## src/rtl/snoopy_bus_arbiter.sv

```systemverilog
// snoopy_bus_arbiter: shared-bus arbiter, command broadcaster and invalidate-ack serialiser for a snoopy cache cluster.
//   clock, reset        : rising-edge clock, asynchronous active-high reset
//   request             : per-cache bus request
//   cpuCommandOut       : per-cache requested bus command (COMMAND_WIDTH slices)
//   snoopyCommandOut    : per-cache snoopy response (BUS_INVALIDATE = invalidate done)
//   grant               : one-hot bus ownership, zero when idle
//   snoopyCommandIn     : broadcast command of the owner, NONE when idle
//   snoopyCacheNumber   : index of the owner
//   cpuCommandIn        : single-cycle BUS_INVALIDATE ack pulse to the owner
//   cacheNumberIn       : index of the acknowledging cache
// Build option SNOOPY_BUS_ARBITER_FIXED_PRIORITY_EN: lowest request index always wins (default is round-robin).
module snoopy_bus_arbiter #(
  parameter int NUMBER_OF_CACHES = 4,
  parameter int COMMAND_WIDTH = 2,
  parameter int CACHE_NUMBER_WIDTH = $clog2(NUMBER_OF_CACHES)
) (
  input  logic                                        clock,
  input  logic                                        reset,
  input  logic [NUMBER_OF_CACHES-1:0]                 request,
  input  logic [NUMBER_OF_CACHES*COMMAND_WIDTH-1:0]   cpuCommandOut,
  input  logic [NUMBER_OF_CACHES*COMMAND_WIDTH-1:0]   snoopyCommandOut,
  output logic [NUMBER_OF_CACHES-1:0]                 grant,
  output logic [COMMAND_WIDTH-1:0]                    snoopyCommandIn,
  output logic [CACHE_NUMBER_WIDTH-1:0]               snoopyCacheNumber,
  output logic [COMMAND_WIDTH-1:0]                    cpuCommandIn,
  output logic [CACHE_NUMBER_WIDTH-1:0]               cacheNumberIn
);
  localparam int N = NUMBER_OF_CACHES;
  localparam int W = COMMAND_WIDTH;
  localparam int CW = CACHE_NUMBER_WIDTH;
  localparam logic [W-1:0] NONE = '0;
  localparam logic [W-1:0] BUS_INVALIDATE = W'(3);
  typedef enum logic {IDLE, GRANTED} state_t;
  state_t state, state_d;
  logic [CW-1:0] winner, owner_d, scan_ptr, scan_d, scan_nx, cache_d;
  logic [N-1:0] acked, acked_d, grant_d;
  logic [W-1:0] bcast_d, cpu_d;
  function automatic logic [CW-1:0] inc(input logic [CW-1:0] x);
    return (x == CW'(N-1)) ? '0 : x + 1'b1;
  endfunction
`ifdef SNOOPY_BUS_ARBITER_FIXED_PRIORITY_EN
  always_comb begin
    winner = '0;
    for (int i = N-1; i >= 0; i--) winner = request[i] ? CW'(i) : winner;
  end
`else
  logic [CW-1:0] prio_ptr, rr_idx;
  logic found;
  // first set request at or above prio_ptr, wrapping
  always_comb begin
    winner = prio_ptr;
    found = 1'b0;
    rr_idx = prio_ptr;
    for (int i = 0; i < N; i++) begin
      rr_idx = CW'((int'(prio_ptr) + i) % N);
      if (!found && request[rr_idx]) begin
        winner = rr_idx;
        found = 1'b1;
      end
    end
  end
  always_ff @(posedge clock or posedge reset)
    if (reset) prio_ptr <= '0;
    else if (state == GRANTED && !request[snoopyCacheNumber]) prio_ptr <= inc(snoopyCacheNumber);
`endif
  always_comb begin
    state_d = state;
    owner_d = snoopyCacheNumber;
    grant_d = grant;
    bcast_d = snoopyCommandIn;
    scan_d = scan_ptr;
    acked_d = acked;
    cpu_d = NONE;
    cache_d = cacheNumberIn;
    // next scan position, never landing on the owner
    scan_nx = inc(scan_ptr);
    scan_nx = (scan_nx == snoopyCacheNumber) ? inc(scan_nx) : scan_nx;
    if (state == IDLE) begin
      if (|request) begin
        state_d = GRANTED;
        owner_d = winner;
        grant_d = N'(1) << winner;
        bcast_d = cpuCommandOut[winner*W +: W];
        scan_d = (winner == '0) ? CW'(1) : '0;
        acked_d = '0;
      end
    end else if (!request[snoopyCacheNumber]) begin
      state_d = IDLE;
      grant_d = '0;
      bcast_d = NONE;
    end else begin
      // owner may change its command without losing the bus
      bcast_d = cpuCommandOut[snoopyCacheNumber*W +: W];
      if (snoopyCommandIn == BUS_INVALIDATE) begin
        scan_d = scan_nx;
        if (snoopyCommandOut[scan_ptr*W +: W] == BUS_INVALIDATE && !acked[scan_ptr]) begin
          cpu_d = BUS_INVALIDATE;
          cache_d = scan_ptr;
          acked_d[scan_ptr] = 1'b1;
        end
      end
    end
  end
  always_ff @(posedge clock or posedge reset)
    if (reset) begin
      state <= IDLE;
      grant <= '0;
      snoopyCommandIn <= NONE;
      snoopyCacheNumber <= '0;
      cpuCommandIn <= NONE;
      cacheNumberIn <= '0;
      scan_ptr <= '0;
      acked <= '0;
    end else begin
      state <= state_d;
      grant <= grant_d;
      snoopyCommandIn <= bcast_d;
      snoopyCacheNumber <= owner_d;
      cpuCommandIn <= cpu_d;
      cacheNumberIn <= cache_d;
      scan_ptr <= scan_d;
      acked <= acked_d;
    end
endmodule

```

## config.mk

```make
export PLATFORM = sky130hd
export DESIGN_NAME = snoopy_bus_arbiter
export DESIGN_NICKNAME = d
export VERILOG_FILES = /design/src/rtl/snoopy_bus_arbiter.sv
export SDC_FILE = /design/constraint.sdc
export NUM_CORES = 1
export LEC_CHECK = 0
export CORE_MARGIN = 2
export CORE_UTILIZATION = 48
export DETAILED_ROUTE_END_ITERATION = 6
export PLACE_DENSITY_LB_ADDON = 0.12
export SLEW_MARGIN = 20
export SYNTH_ARGS = -nofsm -noshare
export SYNTH_HDL_FRONTEND = slang
export SYNTH_SLANG_ARGS = --single-unit
```

## constraint.sdc

```tcl
create_clock -name clock -period 2.1 [get_ports clock]
set_input_delay 0.21 -clock clock [delete_from_list [all_inputs] [get_ports clock]]
set_output_delay 0.21 -clock clock [all_outputs]
set_load 0.02 [all_outputs]
```

# ---- After elaboration in Yosys (flattened, before gate mapping)
# Index checks and enable logic that the tools add are counted.
dict set report word_totals {
  out_inout_bits 12
  mem_bits_rw 0
  n_memories 0
  latch_bits 0
  word_cells 104
  romBits 0
  reg_bits 21
  input_bits 22
}
dict set report classes {
  n_eq_ne 10
  bitwise_logic 2
  shift 4
  n_lt_le_gt_ge 7
  addsub 6
  n_mux 47
  div_mod_pow 0
  n_reduce_logical 19
  multipliers 0
}
# op n
set op_table {}
lappend op_table {{2-to-1 mux 2 bit} 18}
lappend op_table {{2-to-1 mux 4 bit} 8}
lappend op_table {{variable part select 8 x 4 -> 2 bit} 3}
lappend op_table {{< comparator 2 x 3 -> 1 bit, second input constant} 6}
lappend op_table {{2-to-1 mux 1 bit} 14}
lappend op_table {{binary-select mux 1 bit (select 2 bit)} 6}
lappend op_table {{== test 2 bit, second input constant} 5}
lappend op_table {{adder 2 x 1 -> 2 bit, second input constant} 4}
lappend op_table {{AND reduction 4 bit} 2}
lappend op_table {{logical AND 1 bit} 6}
lappend op_table {{inequality test 2 x 1 -> 1 bit, second input constant} 3}
lappend op_table {{logical NOT 1 bit} 5}
lappend op_table {{adder 2 bit, second input constant} 2}
lappend op_table {{bitwise OR 4 bit} 1}
lappend op_table {{AND reduction 2 bit} 2}
lappend op_table {{OR reduction 4 bit} 1}
lappend op_table {{<< shifter 1 x 2 -> 4 bit, first input constant} 1}
lappend op_table {{AND reduction 3 bit} 1}
lappend op_table {{demux 1 bit (select 2 bit)} 1}
lappend op_table {{== test 2 bit} 1}
lappend op_table {{>= comparator 2 x 1 -> 1 bit, second input constant} 1}
lappend op_table {{logical NOT 2 bit} 1}
lappend op_table {{inequality test 2 bit, second input constant} 1}
lappend op_table {{nonzero test 2 bit} 1}
lappend op_table {{inverter 1 bit} 1}

# ---- Logic depth before layout (Yosys ltp)
dict set report logic_depth {
  word_depth 16
  depth_mapped 8
  mapped_depth_nobuf 7
}

# ---- Worst setup path before layout
# No wires, ideal clock.
dict set report synth_timing {
  path_type {flip-flop to flip-flop}
  from {register scan_ptr[0]}
  to {register scan_ptr[0]}
  arrival_time_ps 1837
  period_less_slack_ps 1922
  n_path_buf 1
  t_required_ps 2014
  setup_slack_ps 178
  stages_incl_launch_ff 9
  setup_ps 86
  path_cell_list {dfrtp_1 > buf_6 > inv_1 > ha_1 > xnor2_1 > mux2_2 > o22ai_1 > a22oi_1 > a32oi_1}
}
dict set report synth_via {
  elab_chain_len 8
  word_cells_on_any_way 11
  classes_between {add/sub: 2; eq/ne: 3; mux: 6}
}
# element line_no
set synth_lines {}
lappend synth_lines {{from (decl)} 35} ;# logic [CW-1:0] winner, owner_d, scan_ptr, scan_d, scan_nx, cache_d;
lappend synth_lines {{from (signal assigned)} 121} ;# scan_ptr <= scan_d;
lappend synth_lines {{adder 2 x 1 -> 2 bit or == test 2 bit (tied branches)} 39} ;# return (x == CW'(N-1)) ? '0 : x + 1'b1;
lappend synth_lines {{2-to-1 mux 2 bit (*)} 39}
lappend synth_lines {{adder 2 x 1 -> 2 bit or == test 2 bit (tied branches)} 39}
lappend synth_lines {{2-to-1 mux 2 bit} 39}
lappend synth_lines {{2-to-1 mux 2 bit (*)} 77} ;# scan_nx = (scan_nx == snoopyCacheNumber) ? inc(scan_nx) : scan_nx;
lappend synth_lines {{2-to-1 mux 2 bit (*)} 94} ;# if (snoopyCommandIn == BUS_INVALIDATE) begin
lappend synth_lines {{2-to-1 mux 2 bit (*)} 87} ;# end else if (!request[snoopyCacheNumber]) begin
lappend synth_lines {{2-to-1 mux 2 bit (*)} 78} ;# if (state == IDLE) begin
# Mark *: on every way between the ends. The rest lies on a longest branch, timed or not. The select of a mux whose other input is x is not followed.
# A chain may end at the register's enable or synchronous reset.

# ---- Worst setup path after layout
dict set report layout_timing {
  from {register scan_ptr[1]}
  to {register scan_ptr[0]}
}
dict set report layout_via {
  elab_chain_len 8
  word_cells_on_any_way 11
  classes_between {add/sub: 2; eq/ne: 3; mux: 6}
}
# element line_no
set layout_lines {}
lappend layout_lines {{== test 2 bit or adder 2 x 1 -> 2 bit (tied branches)} 39}
lappend layout_lines {{2-to-1 mux 2 bit (*)} 39}
lappend layout_lines {{adder 2 x 1 -> 2 bit or == test 2 bit (tied branches)} 39}
lappend layout_lines {{2-to-1 mux 2 bit} 39}
lappend layout_lines {{2-to-1 mux 2 bit (*)} 77}
lappend layout_lines {{2-to-1 mux 2 bit (*)} 94}
lappend layout_lines {{2-to-1 mux 2 bit (*)} 87}
lappend layout_lines {{2-to-1 mux 2 bit (*)} 78}
# Marked as above.

==> summary.md <==
| Metric | Value |
|---|---|
| Status | `finished clean` |
| Max transition margin | `0.4774` |
| Max_cap viols | `0` |
| RSZ-0062 raised after global routing | `false` |
| Commonest non-fill, non-tap cell in the layout | `clkdlybuf4s50_1` |
| Total number of vias | `roughly 1100` |
| Remaining DRCs | `0` |
| Placed insts | `a little under 200` |
| Max VDD drop | `0.7005 mV` |
| CP Data Required Time | `between 2 and 2.5 ns` |
| Clk root buf | `clkbuf_4` |
| Placer Congestion | `between 0.8 and 0.9` |
| XOR/XNOR share of the synthesized area | `0.006849` |
| Row cnt | `18` |
| Setup Skew | `~0.013 ns` |
| FF+latch count, synth | `20` |
| Crit path capture type | `flip-flop` |
| Post-synth EDFFs | `0` |
| Startpoint Class | `flip-flop` |
| Clk Latency, worst-skew pair | `about 0.30 ns` |
| Final worst setup slack | `between 0.2 and 0.25 ns` |
| Yosys Warn Count | `0` |
| Synth Area in Adders | `0.04892` |
| Share of cells above drive strength 1 | `0.1617` |
| Period utilization | `0.8919` |
| Util after Layout | `0.6917` |
| Cell area after synthesis | `between 1000 and 1500 µm²` |
| Die W | `about 56 µm` |
| CTS tree | `yes` |
| # fillers | `between 200 and 250` |
| Total global routing track utilization | `0.2119` |
| # hold bufs at CTS | `0` |
| Synth cell types | `between 40 and 50` |
| # clock sinks | `20` |
| Number of port buffers | `33` |
| Postcts setup bufs | `0` |
| First-pass GRT wire length | `a little over 5000 µm` |
| Nets@finish | `~200` |
| Mux contribution to synthesized area | `0.1106` |
| Complex-gate fraction of the synthesized area | `0.2045` |
| Mapped Cells | `about 130` |
| Largest net degree at the start of global routing | `21` |
| FMAX | `roughly 530 MHz` |
| Pwr Density | `about 1300 nW/µm²` |
| Most frequent cells in the layout | `clkdlybuf4s50_1, dfrtp_1, nand2_1, o21ai_0, buf_4` |
| GR Overflow Total | `0` |
| Sequential area share after synthesis | `0.3914` |
| Area growth from synthesis to layout | `35.23%` |
| Diode count | `0` |
| Slew at the pin closest to its max-slew limit | `0.7830 ns` |
| Core footprint | `roughly 2500 µm²` |
| Fin. Hold Viols | `0` |
| Setup CP Type | `flip-flop to flip-flop` |
| Crit Path Max Fanout | `4` |
| Syn Area/Cell | `between 10 and 15 µm²` |
| Number of buffers created by CTS | `3` |
| Fraction of the mapped netlist area in simple logic gates | `0.1879` |
| Largest family of logic cells by synthesized area | `compound AO/OA/AOI/OAI gates` |
| DP Worst Slack | `between 0.015 and 0.02 ns` |
| Pins Over Slew Limit | `0` |
| Non-filler cells, final | `197` |
| # setup viols final | `0` |
| Wirelength per Cell | `15.46 µm` |
| Reg clk slew, reported paths | `0.13 ns` |
| Routed WL | `3046 µm` |
| Top cells by area, synth | `dfrtp_1, ha_1, nand2_1` |
| Crit path DAT | `between 2 and 2.5 ns` |
| Number of global-route vias before repair | `around 1100` |
| Post-synth net total | `between 150 and 200` |
| Yosys top cell area share | `0.3914` |
| Via-to-Cell Ratio | `roughly 5.8` |
| Initial detailed-routing violation count | `18` |
| Antenna viol nets, final | `0` |
| Die H | `between 50 and 60 µm` |
| Max clock buf depth | `2` |
| Post_cts resized | `0` |
| IO Pins | `34` |
| Hold Worst Slack | `between 0.3 and 0.4 ns` |
| DIE AREA | `between 3000 and 4000 µm²` |
| Ys async rst share | `1.000` |
| Drt pass-1 iters | `4` |
| Synth area leader | `dfrtp_1` |
| H-tree depth | `1` |
| Hpwl dp | `roughly 2400 µm` |
| Minimum clock period | `between 1.5 and 2 ns` |
| Main flop type after synthesis | `dfrtp_1` |
| HP Class | `input port to asynchronous set/reset pin` |
| Starting density of the core | `0.5115` |
| Static leakage | `~0.74 nW` |
| Initial antenna violation count | `0` |
| Fin Setup TNS | `0 ns` |
## through the flow
step	cell area, µm²	power (mW)
after detailed placement	1677	1.858
after global routing	1729	2.331
after global placement	1677	1.810
after floorplan	1279	1.453
final	1729	2.164
after CTS	1729	2.177
## power by group
group	total (mW)	leakage [nW]	internal [mW]	switching (mW)
Clock	0.318	0.0279	0.193	0.125
Sequential	0.635	0.261	0.516	0.120
Combinational	1.21	0.456	0.581	0.629
Total	2.16	0.745	1.29	0.874
## kinds of logic (layout without fill, tap and decap cells)
family	count (synthesis)	count (layout)
xor gates and xnor gates	1	1
AOI/OAI and AO/OA	36	36
and+or+nand+nor	44	44
muxes	9	9
buffers and inverters	10	52
adders and majority gates	5	5
DFF	20	20
## cell usage after synthesis, drive strengths merged, types with 2 or more instances
cell type / n
nor2: 9
mux4: 3
a21oi: 6
buf: 4
ha: 5
a22o: 4
mux2: 2
dfrtp: 20
o31ai: 3
mux2i: 4
and2: 2
nor3: 2
nor2b: 3
a22oi: 3
inv: 5
nor3b: 2
o221ai: 3
o21ai: 11
nand2: 16
## layout make-up
| type | count | area (µm²) | area share |
|---|---|---|---|
| clock buffer | 3 | 22.52 | 0.01302 |
| sequential | 20 | 500.5 | 0.2894 |
| multi-input combinational | 95 | 714.4 | 0.4132 |
| tap | 30 | 37.54 | 0.02171 |
| clock inverter | 1 | 30.03 | 0.01737 |
| timing repair buffer | 43 | 405.4 | 0.2344 |
| inverter | 5 | 18.77 | 0.01085 |
## path summary, 6_finish.rpt
path | start | endpoint | slack (ns) | depth (start not counted)
setup / recovery | scan_ptr[1]$_DFFE_PP0P_ | scan_ptr[0]$_DFFE_PP0P_ | 0.23 | 7
hold / removal | reset | acked[1]$_DFFE_PP0P_ | 0.33 | 2
setup reg to reg | scan_ptr[1]$_DFFE_PP0P_ | scan_ptr[0]$_DFFE_PP0P_ | 0.23 | 7
hold reg to reg | grant[0]$_DFFE_PP0P_ | grant[0]$_DFFE_PP0P_ | 0.50 | 2
max in group asynchronous | reset | snoopyCacheNumber[1]$_DFFE_PP0P_ | 1.27 | 2
min in group clock | grant[0]$_DFFE_PP0P_ | grant[0]$_DFFE_PP0P_ | 0.50 | 2
## per-layer routing
| metal | track usage | vias to the layer above | share of wire |
|---|---|---|---|
| met5 | 0 | - | 0 |
| met4 | 0.09756 | 0 | 0.015 |
| met3 | 0.03721 | 4 | 0.046 |
| met2 | 0.3827 | 34 | 0.53 |
| met1 | 0.2410 | 552 | 0.41 |
| li1 | - | 548 | - |
## flip-flops by register name, indices dropped and copies added, names as in the netlist
signal / count
cpuCommandIn: 1
snoopyCommandIn: 2
state: 1
snoopyCacheNumber: 2
prio_ptr: 2
scan_ptr: 2
acked: 4
grant: 4
cacheNumberIn: 2
## critical path, cell delays in order, from the launching register on
cell,delay (ns)
dfrtp_1,0.40
inv_1,0.12
ha_1,0.28
xnor2_1,0.22
mux2_2,0.36
o22ai_1,0.13
a22oi_1,0.08
a32oi_1,0.19
Note: power is estimated with default switching activity, not from simulation.
